## src/rtl/seg7_scan_driver_if.sv

```systemverilog
// Display-side bundle for the seven-segment scan driver: digit values and
// controls in, multiplexed anode/segment drive out.
interface seg7_scan_driver_if #(
  parameter int DIGITS = 4
);
  logic                  ce;
  logic [4*DIGITS-1:0]   hex_in;
  logic [DIGITS-1:0]     dp_in;
  logic                  disp_off;
  logic [DIGITS-1:0]     an;
  logic [6:0]            seg;
  logic                  dp;
  logic                  frame_start;

  modport master (
    output ce, hex_in, dp_in, disp_off,
    input  an, seg, dp, frame_start
  );

  modport slave (
    input  ce, hex_in, dp_in, disp_off,
    output an, seg, dp, frame_start
  );
endinterface

```

## src/rtl/seg7_scan_driver.sv

```systemverilog
// Multiplexed common-anode seven-segment driver with per-slot blanking and
// once-per-frame input snapshot; all display outputs are registered.
module seg7_scan_driver #(
  parameter int DIGITS    = 4,
  parameter int SCAN_DIV  = 1000,
  parameter int BLANK_CYC = 16
) (
  input logic           clk,
  input logic           rst,
  seg7_scan_driver_if.slave bus
);
  localparam int CW = $clog2(SCAN_DIV);
  localparam int IW = $clog2(DIGITS);

  logic [CW-1:0]            cnt;
  logic [IW-1:0]            idx;
  logic [DIGITS-1:0][3:0]   sh_hex;
  logic [DIGITS-1:0]        sh_dp;
  logic [DIGITS-1:0]        an_sel;
  logic                     slot_end, wrap, in_blank;

  logic [DIGITS-1:0]        an_q;
  logic [6:0]               seg_q;
  logic                     dp_q, fs_q;

  assign slot_end = bus.ce && (cnt == CW'(SCAN_DIV - 1));
  assign wrap     = slot_end && (idx == IW'(DIGITS - 1));

  generate
    if (BLANK_CYC == 0) begin : g_noblank
      assign in_blank = 1'b0;
    end else begin : g_blank
      assign in_blank = (cnt < CW'(BLANK_CYC));
    end
  endgenerate

  // Per-digit shadow capture and one-hot anode select.
  generate
    for (genvar k = 0; k < DIGITS; k++) begin : g_lane
      always_ff @(posedge clk or negedge rst) begin
        if (!rst) begin
          sh_hex[k] <= 4'h0;
          sh_dp[k]  <= 1'b0;
        end else if (wrap) begin
          sh_hex[k] <= bus.hex_in[4*k +: 4];
          sh_dp[k]  <= bus.dp_in[k];
        end
      end
      assign an_sel[k] = ~(idx == IW'(k));
    end
  endgenerate

  function automatic logic [6:0] decode(input logic [3:0] h);
    logic [6:0] s;
    case (h)
      4'h0: s = 7'h40;  4'h1: s = 7'h79;  4'h2: s = 7'h24;  4'h3: s = 7'h30;
      4'h4: s = 7'h19;  4'h5: s = 7'h12;  4'h6: s = 7'h02;  4'h7: s = 7'h78;
      4'h8: s = 7'h00;  4'h9: s = 7'h10;  4'hA: s = 7'h08;  4'hB: s = 7'h03;
      4'hC: s = 7'h46;  4'hD: s = 7'h21;  4'hE: s = 7'h06;  default: s = 7'h0E;
    endcase
    return s;
  endfunction

  always_ff @(posedge clk or negedge rst) begin
    if (!rst) begin
      cnt   <= '0;
      idx   <= '0;
      an_q  <= '1;
      seg_q <= 7'h7F;
      dp_q  <= 1'b1;
      fs_q  <= 1'b0;
    end else begin
      if (bus.ce) begin
        if (slot_end) begin
          cnt <= '0;
          idx <= (idx == IW'(DIGITS - 1)) ? '0 : idx + 1'b1;
        end else begin
          cnt <= cnt + 1'b1;
        end
      end
      fs_q <= wrap;
      // Outputs follow the pre-edge scan state, so a frozen scan holds them.
      if (bus.disp_off || in_blank) begin
        an_q  <= '1;
        seg_q <= 7'h7F;
        dp_q  <= 1'b1;
      end else begin
        an_q  <= an_sel;
        seg_q <= decode(sh_hex[idx]);
        dp_q  <= ~sh_dp[idx];
      end
    end
  end

  assign bus.an          = an_q;
  assign bus.seg         = seg_q;
  assign bus.dp          = dp_q;
  assign bus.frame_start = fs_q;
endmodule

```

## src/flat_wrapper.sv

```systemverilog
// flat-port wrapper written by rule: the top's interface ports become plain ports
module seg7_scan_driver_flat 
#(
  parameter int DIGITS    = 4,
  parameter int SCAN_DIV  = 1000,
  parameter int BLANK_CYC = 16
)
  (clk, rst, bus_ce, bus_hex_in, bus_dp_in, bus_disp_off, bus_an, bus_seg, bus_dp, bus_frame_start);
  seg7_scan_driver_if #(.DIGITS(DIGITS)) bus_i ();
  input logic clk;
  input logic rst;
  input wire logic [$bits(bus_i.ce)-1:0] bus_ce;
  input wire logic [$bits(bus_i.hex_in)-1:0] bus_hex_in;
  input wire logic [$bits(bus_i.dp_in)-1:0] bus_dp_in;
  input wire logic [$bits(bus_i.disp_off)-1:0] bus_disp_off;
  output wire logic [$bits(bus_i.an)-1:0] bus_an;
  output wire logic [$bits(bus_i.seg)-1:0] bus_seg;
  output wire logic [$bits(bus_i.dp)-1:0] bus_dp;
  output wire logic [$bits(bus_i.frame_start)-1:0] bus_frame_start;
  assign bus_i.ce = bus_ce;
  assign bus_i.hex_in = bus_hex_in;
  assign bus_i.dp_in = bus_dp_in;
  assign bus_i.disp_off = bus_disp_off;
  assign bus_an = bus_i.an;
  assign bus_seg = bus_i.seg;
  assign bus_dp = bus_i.dp;
  assign bus_frame_start = bus_i.frame_start;
  seg7_scan_driver #(.DIGITS(DIGITS), .SCAN_DIV(SCAN_DIV), .BLANK_CYC(BLANK_CYC)) u_core (.clk(clk), .rst(rst), .bus(bus_i));
endmodule
```

## config.mk

```make
export PLATFORM = sky130hd
export DESIGN_NAME = seg7_scan_driver_flat
export DESIGN_NICKNAME = d
export VERILOG_FILES = /design/src/rtl/seg7_scan_driver_if.sv /design/src/rtl/seg7_scan_driver.sv /design/src/flat_wrapper.sv
export SDC_FILE = /design/constraint.sdc
export NUM_CORES = 1
export LEC_CHECK = 0
export ABC_AREA = 1
export BUFFER_PORTS_ARGS = -buffer_cell sky130_fd_sc_hd__buf_2
export CORE_MARGIN = 1
export CORE_UTILIZATION = 50
export CTS_CLUSTER_DIAMETER = 60
export DETAILED_ROUTE_END_ITERATION = 12
export PLACE_DENSITY = 0.85
export SLEW_MARGIN = 20
export SYNTH_ARGS = -nofsm -noshare
export SYNTH_HDL_FRONTEND = slang
export SYNTH_SLANG_ARGS = --single-unit
```

## constraint.sdc

```tcl
create_clock -name clk -period 1.5 [get_ports clk]
set_input_delay 0 -clock clk [delete_from_list [all_inputs] [get_ports clk]]
set_output_delay 0 -clock clk [all_outputs]
set_load 0.03 [all_outputs]
```

==> Word-level counts from Yosys, hierarchy flattened <==
Memory sizes are Yosys's and may differ from the RTL's.
Index checks and enable logic that the tools add are counted.
W data, S select, Z words.
{ "op_classes": {"add_sub_neg": 2, "order_cmp": 2, "eq_ne": 4, "mux": 9, "bitwise": 5, "reduce_logical": 5} }
{ "ops": {"columns": ["operator", "n"], "rows": [
  ["$add A10 B1 Y10 const B", 1],
  ["$eq A10 B10 Y1 const B", 1],
  ["$lt A10 B5 Y1 const B", 1],
  ["$mux W10", 1],
  ["$bmux W4 S2", 1],
  ["$mux W4", 2],
  ["$mux W7", 1],
  ["$not A1 Y1", 5],
  ["$eq A2 B2 Y1 const B", 2],
  ["$lt A2 B3 Y1 const B", 1],
  ["$add A2 B1 Y2 const B", 1],
  ["$bmux W1 S2", 1],
  ["$eq A2 B1 Y1 const B", 1],
  ["$logic_and A1 B1 Y1", 2],
  ["$logic_not A2 Y1", 1],
  ["$mux W1", 2],
  ["$mux W2", 1],
  ["$reduce_and A2 Y1", 1],
  ["$logic_or A1 B1 Y1", 1]
]} }
{ "word_totals": {"reg_bits": 45, "mem_bits_ro": 112, "output_inout_bits": 13, "mem_count": 1} }
{ "memory_table": {"columns": ["memory", "depth", "width", "read_ports", "rd_clocked_by_memory_dff", "wr", "line_no", "rtl"], "rows": [
  ["(name not given)", 16, 7, 1, 0, 0, "seg7_scan_driver.sv:55", "case (h)"]
]} }

==> Longest topological paths before layout <==
Gate-level depths: netlist of the first run.
{ "logic_depth": {"ltp_word": 4, "ltp_mapped": 11} }

==> Least setup slack after synthesis of the first run <==
Ideal clock, no wire load.
{ "synth_timing": {"path_kind": "reg-to-reg", "from": "register u_core.idx[0]", "to": "register u_core.seg_q[0] (netlist: u_core.bus.seg[0])", "arrival_ns": 1.450, "required_ns": 1.433, "slack_ns": -0.017, "stages_incl_launch_ff": 12, "path_buffers": 1, "path_cell_list": "dfrtp_1 -> inv_2 -> buf_2 -> nand2_1 -> nand3_1 -> nand2_1 -> inv_1 -> ha_1 -> inv_1 -> nand2_1 -> nand3_1 -> nand3_1"} }
{ "synth_via": {"elab_chain_len": 4} }
{ "synth_rtl": {"columns": ["item", "line_no", "rtl"], "rows": [
  ["start, declared", "seg7_scan_driver.sv:16", "logic [IW-1:0] idx;"],
  ["start signal, assigned", "seg7_scan_driver.sv:76", "idx <= (idx == IW'(DIGITS - 1)) ? '0 : idx + 1'b1;"],
  ["$bmux W4 S2", "seg7_scan_driver.sv:89", "seg_q <= decode(sh_hex[idx]);"],
  ["$mux W4 (implied by the code)", "seg7_scan_driver.sv:89", null],
  ["$mem_v2 Z16 W7", null, null],
  ["$mux W7", "seg7_scan_driver.sv:83", "if (bus.disp_off || in_blank) begin"],
  ["end signal, assigned", "seg7_scan_driver.sv:89", null],
  ["end, declared", "seg7_scan_driver.sv:23", "logic [6:0] seg_q;"]
]} }
No other way between the ends. The select of a mux whose other input is x is not followed.
A chain may end at the register's enable or synchronous reset.

==> Final worst setup path of the first run <==
{ "layout_timing": {"from": "register u_core.idx[0]", "to": "register u_core.seg_q[1] (netlist: u_core.bus.seg[1])"} }
The elaborated chain is that of the path after synthesis.

==> results.sh, run 1 <==
export IMPL_power_leakage_nw=1.63
export IMPL_dp_cells=394
export IMPL_powerDensity_mw_per_mm2=912
export IMPL_num_vias=2188
export IMPL_reg2regPathDepth=9
export IMPL_final_setup_viol_count=0
export IMPL_first_iter_violations=156
export IMPL_post_route_min_period_ns=1.48
export IMPL_drt_met1_wl_um=2290
export IMPL_slew_headroom=0.704
export IMPL_hold_path_end="u_core.cnt[8]"
export IMPL_clockBufferDepth=2
export IMPL_yosys_warnings=0
export IMPL_whs_path_depth=3
export IMPL_fp_dieW_um=70.1
export IMPL_cts_root_buf="clkbuf_8"
export IMPL_grt_overflow_total=0
export IMPL_ys_seq_area_frac=0.492
export IMPL_wl_per_cell_um=12.7
export IMPL_reg2reg_slack_ns=0.02
export IMPL_cp_max_fo=7
export IMPL_cts_sinks=45
export IMPL_cts_buffers=5
export IMPL_grt_pass1_wl_um=8800
export IMPL_clk_pin_slew_ns=0.09
export IMPL_clk_latency_ns=0.31
export IMPL_port_buffer_count=36
export IMPL_synth_distinct_cells=23
export IMPL_wl_met2_um=2800
export IMPL_track_usage=0.225
export IMPL_rsz0062_at_grt="true"
export IMPL_stdcell_area_mm2=0.00314
export IMPL_tightestPinTransition_ns=0.441
export IMPL_critical_path_class="reg -> reg"
export IMPL_final_nets=409
export IMPL_hold_start="bus_ce"
export IMPL_grt_max_degree=22
export IMPL_diodes=0
export IMPL_finalMaxSlewViolations=0
export IMPL_cts_tree="done"
export IMPL_syn_nets=333
export IMPL_syn_inst=298
export IMPL_top_layer="met4"
export IMPL_min_path_type="in -> reg"
export IMPL_finalCritPeriodShare=0.988
export IMPL_htree_levels=2
export IMPL_cp_end_kind="flop"
export IMPL_ir_drop_mv=0.690
export IMPL_finClkSkew_ns=0.0103
export IMPL_avgSynthCellArea_um2=7.79
export IMPL_post_dp_hpwl_um=3500
export IMPL_grt_pass1_vias=2091
export IMPL_ys_ff_latch=45
export IMPL_via_per_inst=5.12
export IMPL_finalHoldViolations=0
export IMPL_final_cells=427
export IMPL_netlist_area_mm2=0.00232
export IMPL_total_power_w=0.00287
export IMPL_max_cap_violations=0
export IMPL_drc=0
export IMPL_ant_nets=0
export IMPL_finalWirelength_um=5410
export IMPL_maxClockFrequency_mhz=675
export IMPL_io_pins=37
export IMPL_worstPathRequired_ns=1.74
export IMPL_cp_start_kind="flop"
export IMPL_worstPathArrival_ns=1.73
export IMPL_fp_coreArea_mm2=0.00441
export IMPL_die_h_um=70.1
export IMPL_r2r_start="u_core.idx[0]"
export IMPL_place_gp_congestion=0.871
export IMPL_drt_first_pass_iters=4
export IMPL_dr_wl_met3_um=229
export IMPL_die_area_mm2=0.00492
export IMPL_syn_to_final_growth_pct=35.4
export IMPL_drive_above_1_share=0.291
export IMPL_row_count=24
export IMPL_place_area_mm2=0.00263
export IMPL_start_util=0.526
export IMPL_fin_util=0.712
export IMPL_status="completed"
export IMPL_timing_setup_tns_ns=0
export IMPL_antenna_found_initial=0
export IMPL_r2r_end="u_core.bus.seg[1]"
-- flip-flops by register name, summed over array words and instances (netlist names) --
| register | flops |
|---|---|
| u_core.bus.frame_start | 1 |
| u_core.sh_hex | 16 |
| u_core.idx | 2 |
| u_core.bus.dp | 1 |
| u_core.bus.seg | 7 |
| u_core.cnt | 10 |
| u_core.sh_dp | 4 |
| u_core.bus.an | 4 |
-- cells in the final DEF (no fill, tap or decap), types with 2 or more instances in the layout --
master / count
inv_4: 2
nand2_1: 120
dfrtp_2: 2
inv_2: 4
a21oi_1: 5
ha_2: 3
nand2_4: 4
o21bai_1: 2
buf_4: 17
clkbuf_8: 6
ha_1: 5
nand3_1: 25
nand3_2: 6
nor2_1: 23
dlygate4sd3_1: 21
buf_2: 36
inv_1: 19
nand4_1: 4
nand3_4: 2
dfrtp_1: 31
nand2_2: 5
o21ai_0: 8
ha_4: 3
dfstp_2: 12
-- worst max-delay path, stage by stage, from the launching register on --
cell and delay [ns]:
dfrtp_2 0.48, inv_4 0.10, nand2_1 0.06, nand3_2 0.09, nand2_4 0.11, ha_4 0.28
nand3_2 0.08, nor2_1 0.11, nor2_1 0.05, nand2_1 0.05
-- final cells by class --
| cell class | instances | area (µm²) |
|---|---|---|
| fillers | 324 | 1270 |
| multi-input cells | 219 | 1150 |
| flip-flops and latches | 45 | 1140 |
| repair buffers | 76 | 549 |
| inverters | 27 | 114 |
| clock buffers | 6 | 82.6 |
| well taps | 52 | 65.1 |
| clock inverters | 2 | 37.5 |
-- timing repair --
| action | in CTS | in global routing |
|---|---|---|
| pin swaps | 0 | 6 |
| gates resized for setup | 8 | 30 |
| setup endpoints to repair | 26 | 30 |
| endpoints found under the hold margin | 38 | 0 |
| hold buffers | 21 | 0 |
| setup buffers | 1 | 3 |
-- per-stage QoR --
stage	hold WS, ns	setup WS (ns)
CTS	0.00300	0.00500
floorplan	-0.296	0.00507
global placement	-0.0328	-0.0290
detailed placement	-0.0269	-0.0728
finish	0.00789	0.0187
global route	0.0314	-0.0588
-- worst max path at each step --
| stage | from | end | slack [ns] | cells after the start |
|---|---|---|---|---|
| 2_1_floorplan | u_core.idx[0] | u_core.bus.seg[0] | 0.005 | 11 |
| 3_3_place_gp | u_core.idx[0] | u_core.bus.seg[3] | -0.03 | 10 |
| 3_5_place_dp | u_core.cnt[1] | u_core.sh_dp[2] | -0.07 | 9 |
| 4_1_cts | u_core.cnt[1] | u_core.sh_hex[15] | 0.005 | 9 |
| 5_1_grt | u_core.idx[0] | u_core.bus.seg[1] | -0.06 | 9 |
| 6_report | u_core.idx[0] | u_core.bus.seg[1] | 0.02 | 9 |
-- synthesized netlist by cell type --
library cell	n	area, µm²
nand4_1	4	25.0
clkinv_2	1	5.00
nand3_2	2	20.0
clkinv_1	1	3.75
o22ai_1	1	6.26
buf_2	3	15.0
ha_1	11	138
o21ai_0	8	40.0
buf_4	2	15.0
o21bai_1	2	15.0
dfrtp_1	33	826
nand3_1	31	155
nor3_1	1	5.00
buf_6	2	22.5
nor2_4	1	11.3
inv_2	3	11.3
or2_2	1	6.26
nand2_2	3	18.8
nand2_1	126	473
a21oi_1	5	25.0
inv_1	22	82.6
nor2_1	23	86.3
dfstp_2	12	315
-- per-layer routing --
layer / vias up / GRT usage
li1: 1083 / -
met1: 1023 / 0.276
met2: 72 / 0.391
met3: 10 / 0.0418
met4: 0 / 0.0889
met5: - / 0
-- cell families after synthesis --
logic type	share of synthesized area
adder cells (fa/ha/maj)	0.0593
AO/OA/AOI/OAI	0.0372
AND/OR/NAND/NOR	0.345
buffers and inverters	0.0668
flip-flops	0.492
-- where the power goes --
group | total [W] | switching [W] | internal, W | leakage (nW)
combinational | 0.000524 | 0.000296 | 0.000228 | 1.02
sequential | 0.00138 | 0.0000742 | 0.00131 | 0.558
clock | 0.000956 | 0.000415 | 0.000541 | 0.0574
total | 0.00287 | 0.000785 | 0.00208 | 1.63
Note: power is estimated with default switching activity, not from simulation.
==> inputs of run 2 (changes only) <==
- CELL_PAD_IN_SITES_DETAIL_PLACEMENT: not set -> 1
- CELL_PAD_IN_SITES_GLOBAL_PLACEMENT: not set -> 2
- CORE_UTILIZATION: 50 -> 29
==> results.sh, run 2 (synthesis results as in run 1) <==
export IMPL_status="finished, violations left"
export IMPL_violations="negative setup slack"
export IMPL_worstPathRequired_ns=1.75
export IMPL_worstPathArrival_ns=1.79
export IMPL_finClkSkew_ns=0.00494
export IMPL_post_dp_hpwl_um=4260
export IMPL_tightestPinTransition_ns=0.564
export IMPL_port_buffer_count=36
export IMPL_ir_drop_mv=0.465
export IMPL_die_area_mm2=0.00836
export IMPL_ant_nets=0
export IMPL_hold_path_end="u_core.bus.seg[6]"
export IMPL_p_clk_frac=0.315
export IMPL_cts_buffers=5
export IMPL_critical_path_top_delay_family="simple AND/OR/NAND/NOR gates"
export IMPL_final_cells=488
export IMPL_num_vias=2238
export IMPL_fp_coreArea_mm2=0.00773
export IMPL_post_route_min_period_ns=1.54
export IMPL_cts_sinks=45
export IMPL_cts_root_buf="clkbuf_8"
export IMPL_clockBufferDepth=2
export IMPL_cp_cell_sequence="buf_6, nand2_2, nand3_2, nand2_4, buf_6, ha_4, nand3_4, nor2_2, nor2_1, nand2_1"
export IMPL_seqPwrFrac=0.512
export IMPL_reg2regPathDepth=10
export IMPL_syn_to_final_growth_pct=55.0
export IMPL_rsz0062_at_grt="true"
export IMPL_top_register="u_core.sh_hex"
export IMPL_swShare=0.301
export IMPL_fin_util=0.466
export IMPL_fp_dieW_um=91.5
export IMPL_p_int_w=0.00193
export IMPL_finalWirelength_um=7080
export IMPL_finalMaxSlewViolations=0
export IMPL_clk_latency_ns=0.31
export IMPL_cp_end_kind="flop"
export IMPL_wl_per_cell_um=14.5
export IMPL_maxClockFrequency_mhz=648
export IMPL_cp_start_kind="flop"
export IMPL_critPathMaxStageDelay_ns=0.47
export IMPL_io_pins=37
export IMPL_clk_pin_slew_ns=0.09
export IMPL_setup_slack_ns=-0.0444
export IMPL_place_gp_congestion=0.790
export IMPL_whs_path_depth=5
export IMPL_finalCritPeriodShare=1.03
export IMPL_grt_pass1_wl_um=10900
export IMPL_grt_overflow_total=0
export IMPL_antenna_found_initial=0
export IMPL_final_nets=420
export IMPL_finalHoldViolations=0
export IMPL_mostFrequentLayoutCells="nand2_1, buf_2, dfrtp_1"
export IMPL_powerDensity_mw_per_mm2=767
export IMPL_dpl_worst_slack_ns=-0.143
export IMPL_timing_setup_tns_ns=-0.219
export IMPL_via_per_inst=4.59
export IMPL_hold_start="bus_disp_off"
export IMPL_cpMostUsedCell="buf_6"
export IMPL_power_leakage_nw=1.74
export IMPL_drt_first_pass_iters=4
export IMPL_die_h_um=91.5
export IMPL_largest_reg_flops=16
export IMPL_slew_headroom=0.624
export IMPL_cp_max_fo=5
export IMPL_start_util=0.300
export IMPL_r2r_end="u_core.bus.seg[1]"
export IMPL_p_sw_w=0.000830
export IMPL_path_buf_inv=2
export IMPL_final_setup_viol_count=12
export IMPL_r2r_start="u_core.idx[0]"
export IMPL_critical_path_class="reg -> reg"
export IMPL_drc=0
export IMPL_pwr_share_comb=0.173
export IMPL_grt_pass1_vias=2326
export IMPL_grt_max_degree=46
export IMPL_first_iter_violations=63
export IMPL_min_path_type="in -> reg"
export IMPL_dp_cells=447
export IMPL_cts_tree="done"
export IMPL_htree_levels=2
export IMPL_final_common_cell="nand2_1"
export IMPL_max_cap_violations=0
export IMPL_reg2reg_slack_ns=-0.04
export IMPL_diodes=0
export IMPL_drive_above_1_share=0.443
export IMPL_total_power_w=0.00276
export IMPL_crit_slowest_cell="dfrtp_2"
export IMPL_track_usage=0.166
export IMPL_row_count=32
==> run 2: repair_timing <==
item / in CTS / in global routing
buffers inserted: 3 / 4
pin swaps: 2 / 35
setup endpoints to repair: 28 / 35
endpoints found under the hold margin: 54 / 0
hold buffers: 22 / 0
gates resized for setup: 26 / 91
gates cloned: 1 / 4
==> run 2: per-layer routing <==
layer	global-route usage	vias up	share of wire
met5	0	-	0
met4	0.0516	0	0.013
met3	0.0343	10	0.027
met2	0.288	41	0.53
met1	0.205	1076	0.43
li1	-	1111	-
==> run 2: tightest hold or removal path, stage by stage <==
cell     delay (ns)
buf_2          0.08
inv_1          0.03
nand2_1        0.13
nor2_1         0.07
nand2_1        0.05
==> run 2: worst max-delay path by stage <==
stage	start	depth (start not counted)	end
final	u_core.idx[0]	10	u_core.bus.seg[1]
after floorplan	u_core.idx[0]	11	u_core.bus.seg[0]
after global routing	u_core.idx[0]	10	u_core.bus.seg[3]
after global placement	u_core.idx[0]	10	u_core.bus.seg[3]
after detailed placement	u_core.idx[0]	10	u_core.bus.seg[3]
after CTS	u_core.idx[0]	10	u_core.bus.seg[0]
==> run 2: power groups by stage <==
| stage | logic, W | registers, W | clock network (W) |
|---|---|---|---|
| after floorplan | 0.000230 | 0.00143 | 0 |
| after global placement | 0.000398 | 0.00142 | 0 |
| after detailed placement | 0.000409 | 0.00143 | 0 |
| after CTS | 0.000453 | 0.00140 | 0.000882 |
| after global routing | 0.000546 | 0.00143 | 0.000929 |
| final | 0.000477 | 0.00141 | 0.000869 |
==> run 2: per-stage QoR <==
step	hold slack, ns	area, µm²
after detailed placement	0.123	2710
after global routing	0.132	3600
after CTS	0.0287	3170
after global placement	0.114	2710
final	0.0712	3600
after floorplan	-0.296	2330
==> run 2: area by class of cell <==
class                      instances  area [µm²]
fill                             919        4130
clock inverter                     1        5.00
sequential                        45        1140
timing repair buffer              85         662
clock buffer                       7        96.3
multi-input combinational        221        1440
tap                              102         128
inverter                          27         125
==> inputs of run 3 (changes only) <==
- CORE_UTILIZATION: 29 -> 32
- PLACE_DENSITY: 0.85 -> 0.88
- RECOVER_POWER: not set -> 25
- clock period: 1.5 -> 1.49 ns (I/O delays scaled with it)
==> results.sh, run 3 (synthesis results as in run 1) <==
export IMPL_status="completed"
export IMPL_fp_dieW_um=87.2
export IMPL_crit_slowest_cell="dfrtp_2"
export IMPL_drt_first_pass_iters=4
export IMPL_first_iter_violations=69
export IMPL_cp_start_kind="flop"
export IMPL_io_pins=37
export IMPL_final_common_cell="nand2_1"
export IMPL_clk_pin_slew_ns=0.09
export IMPL_wl_per_cell_um=14.1
export IMPL_power_leakage_nw=1.69
export IMPL_ir_drop_mv=0.361
export IMPL_timing_setup_tns_ns=0
export IMPL_critPathMaxStageDelay_ns=0.49
export IMPL_grt_pass1_wl_um=10600
export IMPL_drive_above_1_share=0.366
export IMPL_drc=0
export IMPL_place_gp_congestion=0.765
export IMPL_htree_levels=2
export IMPL_rsz0062_at_grt="true"
export IMPL_post_dp_hpwl_um=4350
export IMPL_grt_pass1_vias=2304
export IMPL_finClkSkew_ns=0.00832
export IMPL_largest_reg_flops=16
export IMPL_clk_latency_ns=0.30
export IMPL_cp_max_fo=8
export IMPL_fp_coreArea_mm2=0.00691
export IMPL_finalHoldViolations=0
export IMPL_via_per_inst=4.68
export IMPL_finalWirelength_um=6800
export IMPL_cts_root_buf="clkbuf_8"
export IMPL_cts_tree="done"
export IMPL_min_path_type="in -> reg"
export IMPL_place_area_mm2=0.00270
export IMPL_mostFrequentLayoutCells="nand2_1, buf_2, dfrtp_1"
export IMPL_num_vias=2253
export IMPL_worstPathRequired_ns=1.71
export IMPL_clockBufferDepth=2
export IMPL_diodes=0
export IMPL_track_usage=0.178
export IMPL_row_count=30
export IMPL_powerDensity_mw_per_mm2=803
export IMPL_cp_end_kind="flop"
export IMPL_cts_buffers=5
export IMPL_port_buffer_count=36
export IMPL_tightestPinTransition_ns=0.586
export IMPL_grt_max_degree=46
export IMPL_nFillCells=854
export IMPL_maxClockFrequency_mhz=672
export IMPL_syn_to_final_growth_pct=44.3
export IMPL_stdcell_area_mm2=0.00335
export IMPL_cp_cell_sequence="inv_4, nand2_2, nand3_2, nand2_4, buf_6, ha_2, nand2_2, nand2_1, nand2_1, nand3_1"
export IMPL_slew_headroom=0.609
export IMPL_post_route_min_period_ns=1.49
export IMPL_final_setup_viol_count=0
export IMPL_critical_path_class="reg -> reg"
export IMPL_grt_overflow_total=0
export IMPL_worstPathArrival_ns=1.71
export IMPL_top_register="u_core.sh_hex"
export IMPL_die_h_um=87.2
export IMPL_antenna_found_initial=0
export IMPL_final_nets=419
export IMPL_cts_sinks=45
export IMPL_die_area_mm2=0.00760
export IMPL_finalCritPeriodShare=0.999
export IMPL_max_cap_violations=0
export IMPL_start_util=0.336
export IMPL_ant_nets=0
export IMPL_finalMaxSlewViolations=0
run 3: per-stage QoR:
stage | power [W] | std cells | hold slack [ns] | utilization | setup slack (ns)
2_1_floorplan | 0.00167 | 298 | -0.296 | - | 0.0276
3_3_place_gp | 0.00184 | 440 | 0.121 | 0.391 | -0.119
3_5_place_dp | 0.00186 | 440 | 0.133 | 0.391 | -0.149
4_1_cts | 0.00267 | 471 | 0.0173 | 0.451 | -0.00214
5_1_grt | 0.00286 | 481 | 0.0387 | 0.485 | -0.0741
6_report | 0.00269 | 481 | 0.0211 | 0.485 | 0.00192
run 3: final cells by class:
type | instances | area, µm² | share of cell area
multi-input combinational | 220 | 1240 | 0.371
sequential | 45 | 1140 | 0.342
timing repair buffer | 85 | 642 | 0.192
tap | 96 | 120 | 0.0359
inverter | 27 | 119 | 0.0355
clock buffer | 6 | 72.6 | 0.0217
clock inverter | 2 | 10.0 | 0.00299
run 3: report_power, final:
part,switching [W],internal (W),leakage [nW]
clock,0.000426,0.000326,0.0450
sequential,0.000102,0.00132,0.556
combinational,0.000285,0.000233,1.09
total,0.000812,0.00188,1.69
run 3: path summary, 6_finish.rpt:
path	start	end	slack, ns	cells past startpoint
max	u_core.idx[0]	u_core.bus.seg[3]	0.002	10
min	bus_ce	u_core.cnt[8]	0.02	3
max reg2reg	u_core.idx[0]	u_core.bus.seg[3]	0.002	10
min reg2reg	u_core.sh_dp[2]	u_core.sh_dp[2]	0.49	2
max in group asynchronous	rst	u_core.idx[1]	0.74	3
min in group asynchronous	rst	u_core.cnt[8]	0.32	3
run 3: what timing repair did:
item,in CTS,in global routing
endpoints found under the setup margin,28,36
resized for setup,26,42
hold buffers,21,0
hold endpoints to repair,53,0
pin swaps,5,17
setup buffers,2,7
gates cloned,0,3
run 3: worst max-delay path: cells and delay by family (launching register included):
family                   cells  cell delay [ns]
AND/OR/NAND/NOR              7             0.48
adder cells (fa/ha/maj)      1             0.17
buffers and inverters        2             0.27
flip-flops                   1             0.49
run 3: routing by layer:
layer,routed length [µm],GRT usage
met1,3080,0.232
met2,3460,0.309
met3,197,0.0303
met4,61,0.0432
met5,0,0
